==> src/rtl/multicycle_controller.sv <==
// Multicycle MIPS-style control FSM: FETCH/DECODE/EXEC/MEM/WB with datapath strobes and selects.
// Latency with mem_ready_i=1: R/addi 4, lw 5, sw 4, beq 3, illegal 2 cycles; optional perf counters.
// Backpressure: mem_ready_i=0 holds FETCH or MEM indefinitely; ignored in other states. Option macro: MULTICYCLE_CTRL_PERF_EN.
module multicycle_controller (
    input  logic        clk_i,
    input  logic        rst_i,
    input  logic        start_i,
    input  logic [5:0]  op_i,
    input  logic        zero_i,
    input  logic        mem_ready_i,
    output logic        pc_write_o,
    output logic        ir_write_o,
    output logic        pc_branch_o,
    output logic        iord_o,
    output logic        mem_read_o,
    output logic        mem_write_o,
    output logic        reg_write_o,
    output logic        reg_dst_o,
    output logic        alu_src_o,
    output logic        mem_to_reg_o,
    output logic        illegal_o,
    output logic [1:0]  alu_op_o,
    output logic [2:0]  state_o,
    output logic [31:0] instr_cnt_o,
    output logic [31:0] cycle_cnt_o
);

    typedef enum logic [2:0] {
        S_IDLE   = 3'd0,
        S_FETCH  = 3'd1,
        S_DECODE = 3'd2,
        S_EXEC   = 3'd3,
        S_MEM    = 3'd4,
        S_WB     = 3'd5
    } state_e;

    localparam logic [5:0] OP_RTYPE = 6'b000000;
    localparam logic [5:0] OP_ADDI  = 6'b001000;
    localparam logic [5:0] OP_LW    = 6'b100011;
    localparam logic [5:0] OP_SW    = 6'b101011;
    localparam logic [5:0] OP_BEQ   = 6'b000100;

    state_e     state_q, state_d;
    logic [5:0] op_q, op_d;

    // Class of the latched opcode; only meaningful from EXEC onwards.
    logic is_r, is_addi, is_lw, is_sw, is_beq;
    // Legality of the live opcode, needed while it is still being latched in DECODE.
    logic op_i_legal;
    // Target of the next-instruction decision: stopping only happens between instructions.
    state_e next_instr;

    assign is_r    = (op_q == OP_RTYPE);
    assign is_addi = (op_q == OP_ADDI);
    assign is_lw   = (op_q == OP_LW);
    assign is_sw   = (op_q == OP_SW);
    assign is_beq  = (op_q == OP_BEQ);

    assign op_i_legal = (op_i == OP_RTYPE) || (op_i == OP_ADDI) || (op_i == OP_LW) ||
                        (op_i == OP_SW) || (op_i == OP_BEQ);

    assign next_instr = start_i ? S_FETCH : S_IDLE;
    assign state_o    = state_q;

    // State and opcode registers; synchronous reset overrides everything.
    always_ff @(posedge clk_i) begin
        if (rst_i) begin
            state_q <= S_IDLE;
            op_q    <= 6'd0;
        end else begin
            state_q <= state_d;
            op_q    <= op_d;
        end
    end

    // Next-state logic; op_q is captured on every DECODE cycle.
    always_comb begin
        state_d = state_q;
        op_d    = op_q;
        case (state_q)
            S_IDLE: begin
                if (start_i) state_d = S_FETCH;
            end
            S_FETCH: begin
                if (mem_ready_i) state_d = S_DECODE;
            end
            S_DECODE: begin
                op_d    = op_i;
                state_d = op_i_legal ? S_EXEC : next_instr;
            end
            S_EXEC: begin
                if (is_beq)             state_d = next_instr;
                else if (is_lw || is_sw) state_d = S_MEM;
                else                    state_d = S_WB;
            end
            S_MEM: begin
                if (mem_ready_i) state_d = is_lw ? S_WB : next_instr;
            end
            S_WB: begin
                state_d = next_instr;
            end
            default: state_d = S_IDLE;
        endcase
    end

    // Output decode from state and latched opcode; FETCH strobes and the branch
    // strobe are additionally qualified by the memory ack and ALU zero flag.
    always_comb begin
        pc_write_o   = 1'b0;
        ir_write_o   = 1'b0;
        pc_branch_o  = 1'b0;
        iord_o       = 1'b0;
        mem_read_o   = 1'b0;
        mem_write_o  = 1'b0;
        reg_write_o  = 1'b0;
        reg_dst_o    = 1'b0;
        alu_src_o    = 1'b0;
        mem_to_reg_o = 1'b0;
        illegal_o    = 1'b0;
        alu_op_o     = 2'b00;
        case (state_q)
            S_FETCH: begin
                mem_read_o = 1'b1;
                pc_write_o = mem_ready_i;
                ir_write_o = mem_ready_i;
            end
            S_DECODE: begin
                illegal_o = ~op_i_legal;
            end
            S_EXEC: begin
                if (is_beq) begin
                    alu_op_o    = 2'b01;
                    pc_branch_o = zero_i;
                end else begin
                    alu_op_o  = is_r ? 2'b10 : 2'b00;
                    alu_src_o = is_addi || is_lw || is_sw;
                    reg_dst_o = is_r;
                end
            end
            S_MEM: begin
                iord_o      = 1'b1;
                mem_read_o  = is_lw;
                mem_write_o = is_sw;
                alu_op_o    = is_r ? 2'b10 : 2'b00;
                alu_src_o   = is_addi || is_lw || is_sw;
                reg_dst_o   = is_r;
            end
            S_WB: begin
                reg_write_o  = 1'b1;
                mem_to_reg_o = is_lw;
                alu_op_o     = is_r ? 2'b10 : 2'b00;
                alu_src_o    = is_addi || is_lw || is_sw;
                reg_dst_o    = is_r;
            end
            default: ;
        endcase
    end

`ifdef MULTICYCLE_CTRL_PERF_EN
    logic [31:0] instr_cnt_q, instr_cnt_d;
    logic [31:0] cycle_cnt_q, cycle_cnt_d;
    logic        instr_done;

    // Counter update: busy cycles, and legal instructions leaving their final state.
    always_comb begin
        instr_done  = (state_q == S_WB) ||
                      (state_q == S_EXEC && is_beq) ||
                      (state_q == S_MEM && mem_ready_i && is_sw);
        cycle_cnt_d = cycle_cnt_q;
        instr_cnt_d = instr_cnt_q;
        if (state_q != S_IDLE) cycle_cnt_d = cycle_cnt_q + 32'd1;
        if (instr_done)        instr_cnt_d = instr_cnt_q + 32'd1;
    end

    // Counter registers, cleared by reset and wrapping naturally.
    always_ff @(posedge clk_i) begin
        if (rst_i) begin
            instr_cnt_q <= 32'd0;
            cycle_cnt_q <= 32'd0;
        end else begin
            instr_cnt_q <= instr_cnt_d;
            cycle_cnt_q <= cycle_cnt_d;
        end
    end

    assign instr_cnt_o = instr_cnt_q;
    assign cycle_cnt_o = cycle_cnt_q;
`else
    assign instr_cnt_o = 32'd0;
    assign cycle_cnt_o = 32'd0;
`endif

endmodule

==> config.mk <==
export PLATFORM = sky130hd
export DESIGN_NAME = multicycle_controller
export DESIGN_NICKNAME = d
export VERILOG_FILES = /design/src/rtl/multicycle_controller.sv
export SDC_FILE = /design/constraint.sdc
export NUM_CORES = 1
export LEC_CHECK = 0
export ABC_AREA = 1
export CORE_ASPECT_RATIO = 1.2
export CORE_UTILIZATION = 30
export DETAILED_ROUTE_END_ITERATION = 12
export HOLD_SLACK_MARGIN = 0.1
export PLACE_DENSITY = 0.76
export SKIP_LAST_GASP = 1
export SYNTH_ARGS = -nofsm -noshare
export SYNTH_HDL_FRONTEND = slang
export SYNTH_SLANG_ARGS = --single-unit
==> constraint.sdc <==
create_clock -name clk_i -period 1.2 [get_ports clk_i]
set_input_delay 0.24 -clock clk_i [delete_from_list [all_inputs] [get_ports clk_i]]
set_output_delay 0.24 -clock clk_i [all_outputs]
set_load 0.02 [all_outputs]
==> results.sh, run 1 <==
export IMPL_status="finished with violations"
export IMPL_violations="negative setup slack"
export IMPL_cp_arrival_ns=1.30
export IMPL_startpoint_type="register"
export IMPL_rsz0062_at_grt="yes"
export IMPL_setup_slack_ns=-0.343
export IMPL_firstDrtPassIters=3
export IMPL_syn_area_sq_mm=0.00117
export IMPL_grt_pass1_vias=898
export IMPL_yosysUniqueCellTypes=30
export IMPL_fp_dieH_microns=70.5
export IMPL_synth_area_top_cells="buf_4 42%, dfxtp_1 15%, nand2_1 8.0%, nor2_1 3.8%, a211oi_2 3.2%"
export IMPL_nets=238
export IMPL_synth_top_area_share_pct=42.3
export IMPL_grt_first_pass_wirelength_microns=3660
export IMPL_gp_congestion=0.788
export IMPL_drcViolationCount=0
export IMPL_fmax_mhz=648
export IMPL_leakage_nw=0.861
export IMPL_power_per_cell_area_mw_per_mm2=891
export IMPL_clockBufferDepth=2
export IMPL_cts_tree="yes"
export IMPL_yosysWarnings=0
export IMPL_row_count=24
export IMPL_synthFlopType="dfxtp_1"
export IMPL_finalNonFillerCells=278
export IMPL_fin_setup_tns_ns=-3.96
export IMPL_grt_max_degree=11
export IMPL_slowest_delay_ns=0.41
export IMPL_finClkSkew_ns=0.00707
export IMPL_yosys_area_top_type="buf_4"
export IMPL_design_area_sq_mm=0.00175
export IMPL_fp_dieW_microns=59.1
export IMPL_initial_core_util_pct=31.7
export IMPL_cts_made_buffers=3
export IMPL_antenna_found_initial=0
export IMPL_wl_microns=2420
export IMPL_overflow=0
export IMPL_clk_pin_slew_worst_paths_ns=0.05
export IMPL_cts_root_buffer="clkbuf_8"
export IMPL_ys_ff_latch=9
export IMPL_slowest_stage="dfxtp_4"
export IMPL_seq_area_frac_synth_pct=15.4
export IMPL_placed_cell_area_sq_mm=0.00150
export IMPL_syn_avg_cell_area_sq_um=6.98
export IMPL_htree_levels=1
export IMPL_finalCriticalPeriod_ns=1.54
export IMPL_finalCritPeriodShare_pct=129
export IMPL_dp_cells=266
export IMPL_drt_initial_drc_count=6
export IMPL_vias=1030
export IMPL_num_antenna_cells=0
export IMPL_finalMaxSlewViolations=0
export IMPL_postRouteAntennaNets=0
export IMPL_cts_sinks=9
export IMPL_io_buffer_count=26
export IMPL_hold_viol=0
export IMPL_synth_edf_count=0
export IMPL_fill_cells=367
export IMPL_core_sq_mm=0.00369
export IMPL_synth_cells=168
export IMPL_yosysMostFrequentCell="buf_4"
export IMPL_setup_viol=17
export IMPL_cap_violations=0
export IMPL_area_growth_pct=48.9
export IMPL_critPathKind="reg2out"
export IMPL_hold_path_class="in2reg"
export IMPL_clock_latency_ns=0.24
export IMPL_ir_worst_vdd_mv=0.312
export IMPL_critPathCaptureType="output port"
export IMPL_avgRoutedWirePerCell_microns=8.70
export IMPL_dpl_hpwl_microns=1890
export IMPL_critPathMaxFanout=5
export IMPL_yosys_top_cells_count="66 x buf_4, 25 x nand2_1, 12 x nor2_1"
export IMPL_via_per_inst=3.71
export IMPL_grt_use_total_pct=11.6
export IMPL_dieArea_sq_mm=0.00416
export IMPL_cp_top_family="simple AND/OR/NAND/NOR gates"
export IMPL_synthArstFlopShare_pct=0
export IMPL_drive_above_1_share_pct=47.3
export IMPL_critical_path_required_ns=0.96
export IMPL_io_pins=91
export IMPL_crit_chain="inv_4, nand2_4, nor2_8, nor3_4, nor2_4, buf_4"
export IMPL_path_buf_inv=2
export IMPL_utilization_pct=47.3
## area by class of cell
class | count | area, sq um | area share (%)
Multi-Input combinational cell | 138 | 811 | 46.5
Timing Repair Buffer | 59 | 544 | 31.2
Sequential cell | 9 | 205 | 11.8
Inverter | 16 | 73.8 | 4.23
Tap cell | 52 | 65.1 | 3.73
Clock buffer | 3 | 41.3 | 2.37
Clock inverter | 1 | 5.00 | 0.287
## logic make-up (layout without fill, tap and decap cells)
family	Yosys count	in the layout	share of synthesized area, %
buffers and inverters	84	79	48.9
AND/OR/NAND/NOR	60	60	26.5
AO/OA/AOI/OAI	14	14	8.96
flip-flops	9	9	15.4
other	1	64	0.320
## worst min-delay path, delay by kind of cell
family / cells / cell delay [ns]
AO/OA/AOI/OAI: 1 / 0.05
AND/OR/NAND/NOR: 1 / 0.07
buffers and inverters: 1 / 0.25
## cell usage in the layout (no fill, tap or decap), types with 2 or more instances in the layout
| cell type | instances |
|---|---|
| nand2_1 | 21 |
| dlygate4sd2_1 | 4 |
| nand2_4 | 2 |
| clkdlybuf4s50_1 | 6 |
| nor2_2 | 4 |
| nand3_1 | 3 |
| a211oi_2 | 3 |
| conb_1 | 64 |
| a21oi_2 | 3 |
| inv_2 | 5 |
| dfxtp_4 | 6 |
| nand3_4 | 3 |
| buf_12 | 2 |
| nor2_4 | 4 |
| inv_1 | 7 |
| nor2_1 | 8 |
| dfxtp_2 | 2 |
| buf_6 | 17 |
| nor3_4 | 2 |
| o21ai_2 | 2 |
| buf_2 | 3 |
| a21oi_1 | 3 |
| buf_4 | 27 |
| clkinv_2 | 2 |
| and3_4 | 2 |
| inv_4 | 2 |
| clkbuf_8 | 3 |
| nand2_2 | 5 |
## sequential cells by signal (all words and copies together), names as in the netlist
name / cells
op_q: 6
state_o: 3
## where the power goes
group / switching [mW] / internal (mW)
Combinational: 0.504 / 0.320
Clock: 0.127 / 0.227
Sequential: 0.0498 / 0.329
## routing by layer
layer  share of wire, %  up-vias  track usage (%)
met5                  0        -                0
met4                2.0        0             9.26
met3                5.4        4                0
met2                 57       54             21.8
met1                 35      458             11.6
li1                   -      514                -
## path summary, 6_finish.rpt
check	start	to	slack, ns	cells after the start
worst min-delay path	op_i[5]	op_q[5]	0.41	3
worst max-delay path	state_o[1]	alu_op_o[1]	-0.34	6
worst max register to register	op_q[1]	state_o[0]	-0.22	11
worst min register to register	op_q[5]	op_q[5]	0.51	2
## timing repair
item / CTS / global route
setup buffers: 4 / 6
endpoints found under the setup margin: 19 / 16
hold buffers: 0 / 0
gates resized for setup: 117 / 17
pin swaps: 11 / 12
## metrics by stage
step	power [mW]	worst slack (ns)	hold WS [ns]
after detailed placement	1.10	-0.787	0.502
after CTS	1.49	-0.333	0.412
after global routing	1.66	-0.404	0.445
after global placement	1.09	-0.755	0.485
final	1.56	-0.343	0.407
after floorplan	1.02	-0.215	0.387
(Power assumes the default switching activity.)
==> inputs of run 2 (changes only) <==
--- a/config.mk
+++ b/config.mk
@@ -6,11 +6,13 @@
 export NUM_CORES = 1
 export LEC_CHECK = 0
 export ABC_AREA = 1
+export ABC_CLOCK_PERIOD_IN_PS = 1200
 export CORE_ASPECT_RATIO = 1.2
-export CORE_UTILIZATION = 30
+export CORE_UTILIZATION = 31
+export CTS_BUF_LIST = sky130_fd_sc_hd__clkbuf_2
 export DETAILED_ROUTE_END_ITERATION = 12
 export HOLD_SLACK_MARGIN = 0.1
-export PLACE_DENSITY = 0.76
+export PLACE_DENSITY = 0.79
 export SKIP_LAST_GASP = 1
 export SYNTH_ARGS = -nofsm -noshare
 export SYNTH_HDL_FRONTEND = slang
==> run 2 against run 1 <==
  * The flow still finishes with violations (negative setup slack)
  * Worst hold slack got worse by 0.016 ns
  * Utilization is 1.9 points lower
  * Sequential power is 2% higher
  * Sequential share of layout area is 0.71 points higher
  * Clock skew fell by 0.0052 ns
  * Clock-buffer cell count up 1
  * First-iteration DRC count grew to 8.5 times the previous value
  * Critical path depth unchanged
  * Via count decreased by 0.68%
  * Total power is 12% lower
  * Global-route usage fell by 0.62 points
  * Critical path type unchanged
==> results.sh, run 2 (synthesis results as in run 1) <==
export IMPL_status="finished with violations"
export IMPL_violations="negative setup slack"
export IMPL_num_antenna_cells=0
export IMPL_final_common_cell="conb_1"
export IMPL_fp_dieW_microns=58.1
export IMPL_grt_max_degree=11
export IMPL_dpl_hpwl_microns=1740
export IMPL_drcViolationCount=0
export IMPL_core_sq_mm=0.00363
export IMPL_critPathMaxFanout=4
export IMPL_overflow=0
export IMPL_critPathKind="reg2out"
export IMPL_clock_latency_ns=0.24
export IMPL_via_per_inst=3.73
export IMPL_dieArea_sq_mm=0.00403
export IMPL_vias=1023
export IMPL_combPwrFrac_pct=57.8
export IMPL_switching_share_pct=47.6
export IMPL_utilization_pct=45.3
export IMPL_gp_congestion=0.821
export IMPL_p_total_mw=1.37
export IMPL_firstDrtPassIters=4
export IMPL_hold_path_class="in2reg"
export IMPL_fmax_mhz=642
export IMPL_setup_viol=16
export IMPL_row_count=24
export IMPL_finalCritPeriodShare_pct=130
export IMPL_hold_ws_ns=0.392
export IMPL_hold_buffers=0
export IMPL_finalCriticalPeriod_ns=1.56
export IMPL_antenna_found_initial=0
export IMPL_rsz0062_at_grt="yes"
export IMPL_htree_levels=1
export IMPL_clockBufferDepth=2
export IMPL_setup_slack_ns=-0.358
export IMPL_cts_tree="yes"
export IMPL_startpoint_type="register"
export IMPL_cts_sinks=9
export IMPL_io_pins=91
export IMPL_io_buffer_count=26
export IMPL_cts_made_buffers=3
export IMPL_power_per_cell_area_mw_per_mm2=831
export IMPL_cap_violations=0
export IMPL_largest_register="op_q"
export IMPL_place_ws_ns=-0.808
export IMPL_p_clk_share_pct=14.1
export IMPL_p_sw_uw=650
export IMPL_placed_cell_area_sq_mm=0.00148
export IMPL_grt_pass1_vias=859
export IMPL_design_area_sq_mm=0.00165
export IMPL_cts_root_buffer="clkbuf_2"
export IMPL_ir_worst_vdd_mv=0.276
export IMPL_area_growth_pct=40.4
export IMPL_nets=234
export IMPL_drt_initial_drc_count=51
export IMPL_drive_above_1_share_pct=45.5
export IMPL_largest_reg_flops=6
export IMPL_wl_microns=2390
export IMPL_avgRoutedWirePerCell_microns=8.71
export IMPL_critical_path_required_ns=0.96
export IMPL_critPathCaptureType="output port"
export IMPL_postRouteAntennaNets=0
export IMPL_hold_viol=0
export IMPL_cp_arrival_ns=1.32
export IMPL_grt_use_total_pct=11.0
export IMPL_initial_core_util_pct=32.3
export IMPL_fp_dieH_microns=69.4
export IMPL_finClkSkew_ns=0.00188
export IMPL_clk_pin_slew_worst_paths_ns=0.09
export IMPL_leakage_nw=0.823
export IMPL_p_int_uw=717
export IMPL_final_cell_mix="64 x conb_1, 29 x buf_4, 20 x nand2_1, 13 x buf_6, 10 x nor2_1"
export IMPL_grt_first_pass_wirelength_microns=3480
export IMPL_finalMaxSlewViolations=0
export IMPL_p_seq_share_pct=28.1
-- run 2: final cells by class --
| cell class | instances | area [sq um] |
|---|---|---|
| fillers | 328 | 1990 |
| well taps | 52 | 65.1 |
| multi-input cells | 138 | 795 |
| flip-flops and latches | 9 | 205 |
| clock buffers | 4 | 20.0 |
| repair buffers | 55 | 488 |
| inverters | 16 | 73.8 |
-- run 2: per-stage QoR --
step / TNS, ns / std cells
detailed placement: -8.32 / 263
global placement: -7.98 / 263
floorplan: -0.752 / 231
global route: -4.93 / 274
finish: -3.93 / 274
CTS: -4.13 / 270
-- run 2: worst paths after layout --
kind	slack [ns]	end	start	depth (start not counted)
hold / removal	0.39	op_q[5]	op_i[5]	3
setup / recovery	-0.36	reg_dst_o	state_o[0]	6
hold reg to reg	0.52	op_q[1]	op_q[1]	2
setup reg to reg	-0.34	state_o[0]	op_q[5]	10
-- run 2: what timing repair did --
action / 4_1_cts / 5_1_grt
gates resized for setup: 99 / 28
setup endpoints to repair: 19 / 17
buffers inserted: 3 / 7
pin swaps: 7 / 7
cloned: 0 / 0
endpoints found under the hold margin: 0 / 0
-- run 2: critical path: stages (launching register included) --
cell and delay (ns):
dfxtp_4 0.42, inv_4 0.06, nand2_4 0.10, nor2_8 0.06, nor3_4 0.23, nor2_4 0.06, buf_4 0.15
-- run 2: layer usage --
layer,vias to the layer above,routed length (microns),GRT usage [%]
met4,0,65,7.14
met5,-,0,0
li1,507,-,-
met3,6,188,0.933
met1,441,842,11.5
met2,69,1290,20.3
-- run 2: power groups by stage --
stage	clock network, mW	logic [mW]	registers (mW)
after floorplan	0	0.638	0.386
after global placement	0	0.707	0.372
after detailed placement	0	0.715	0.373
after CTS	0.201	0.717	0.372
after global routing	0.209	0.846	0.388
final	0.193	0.791	0.384
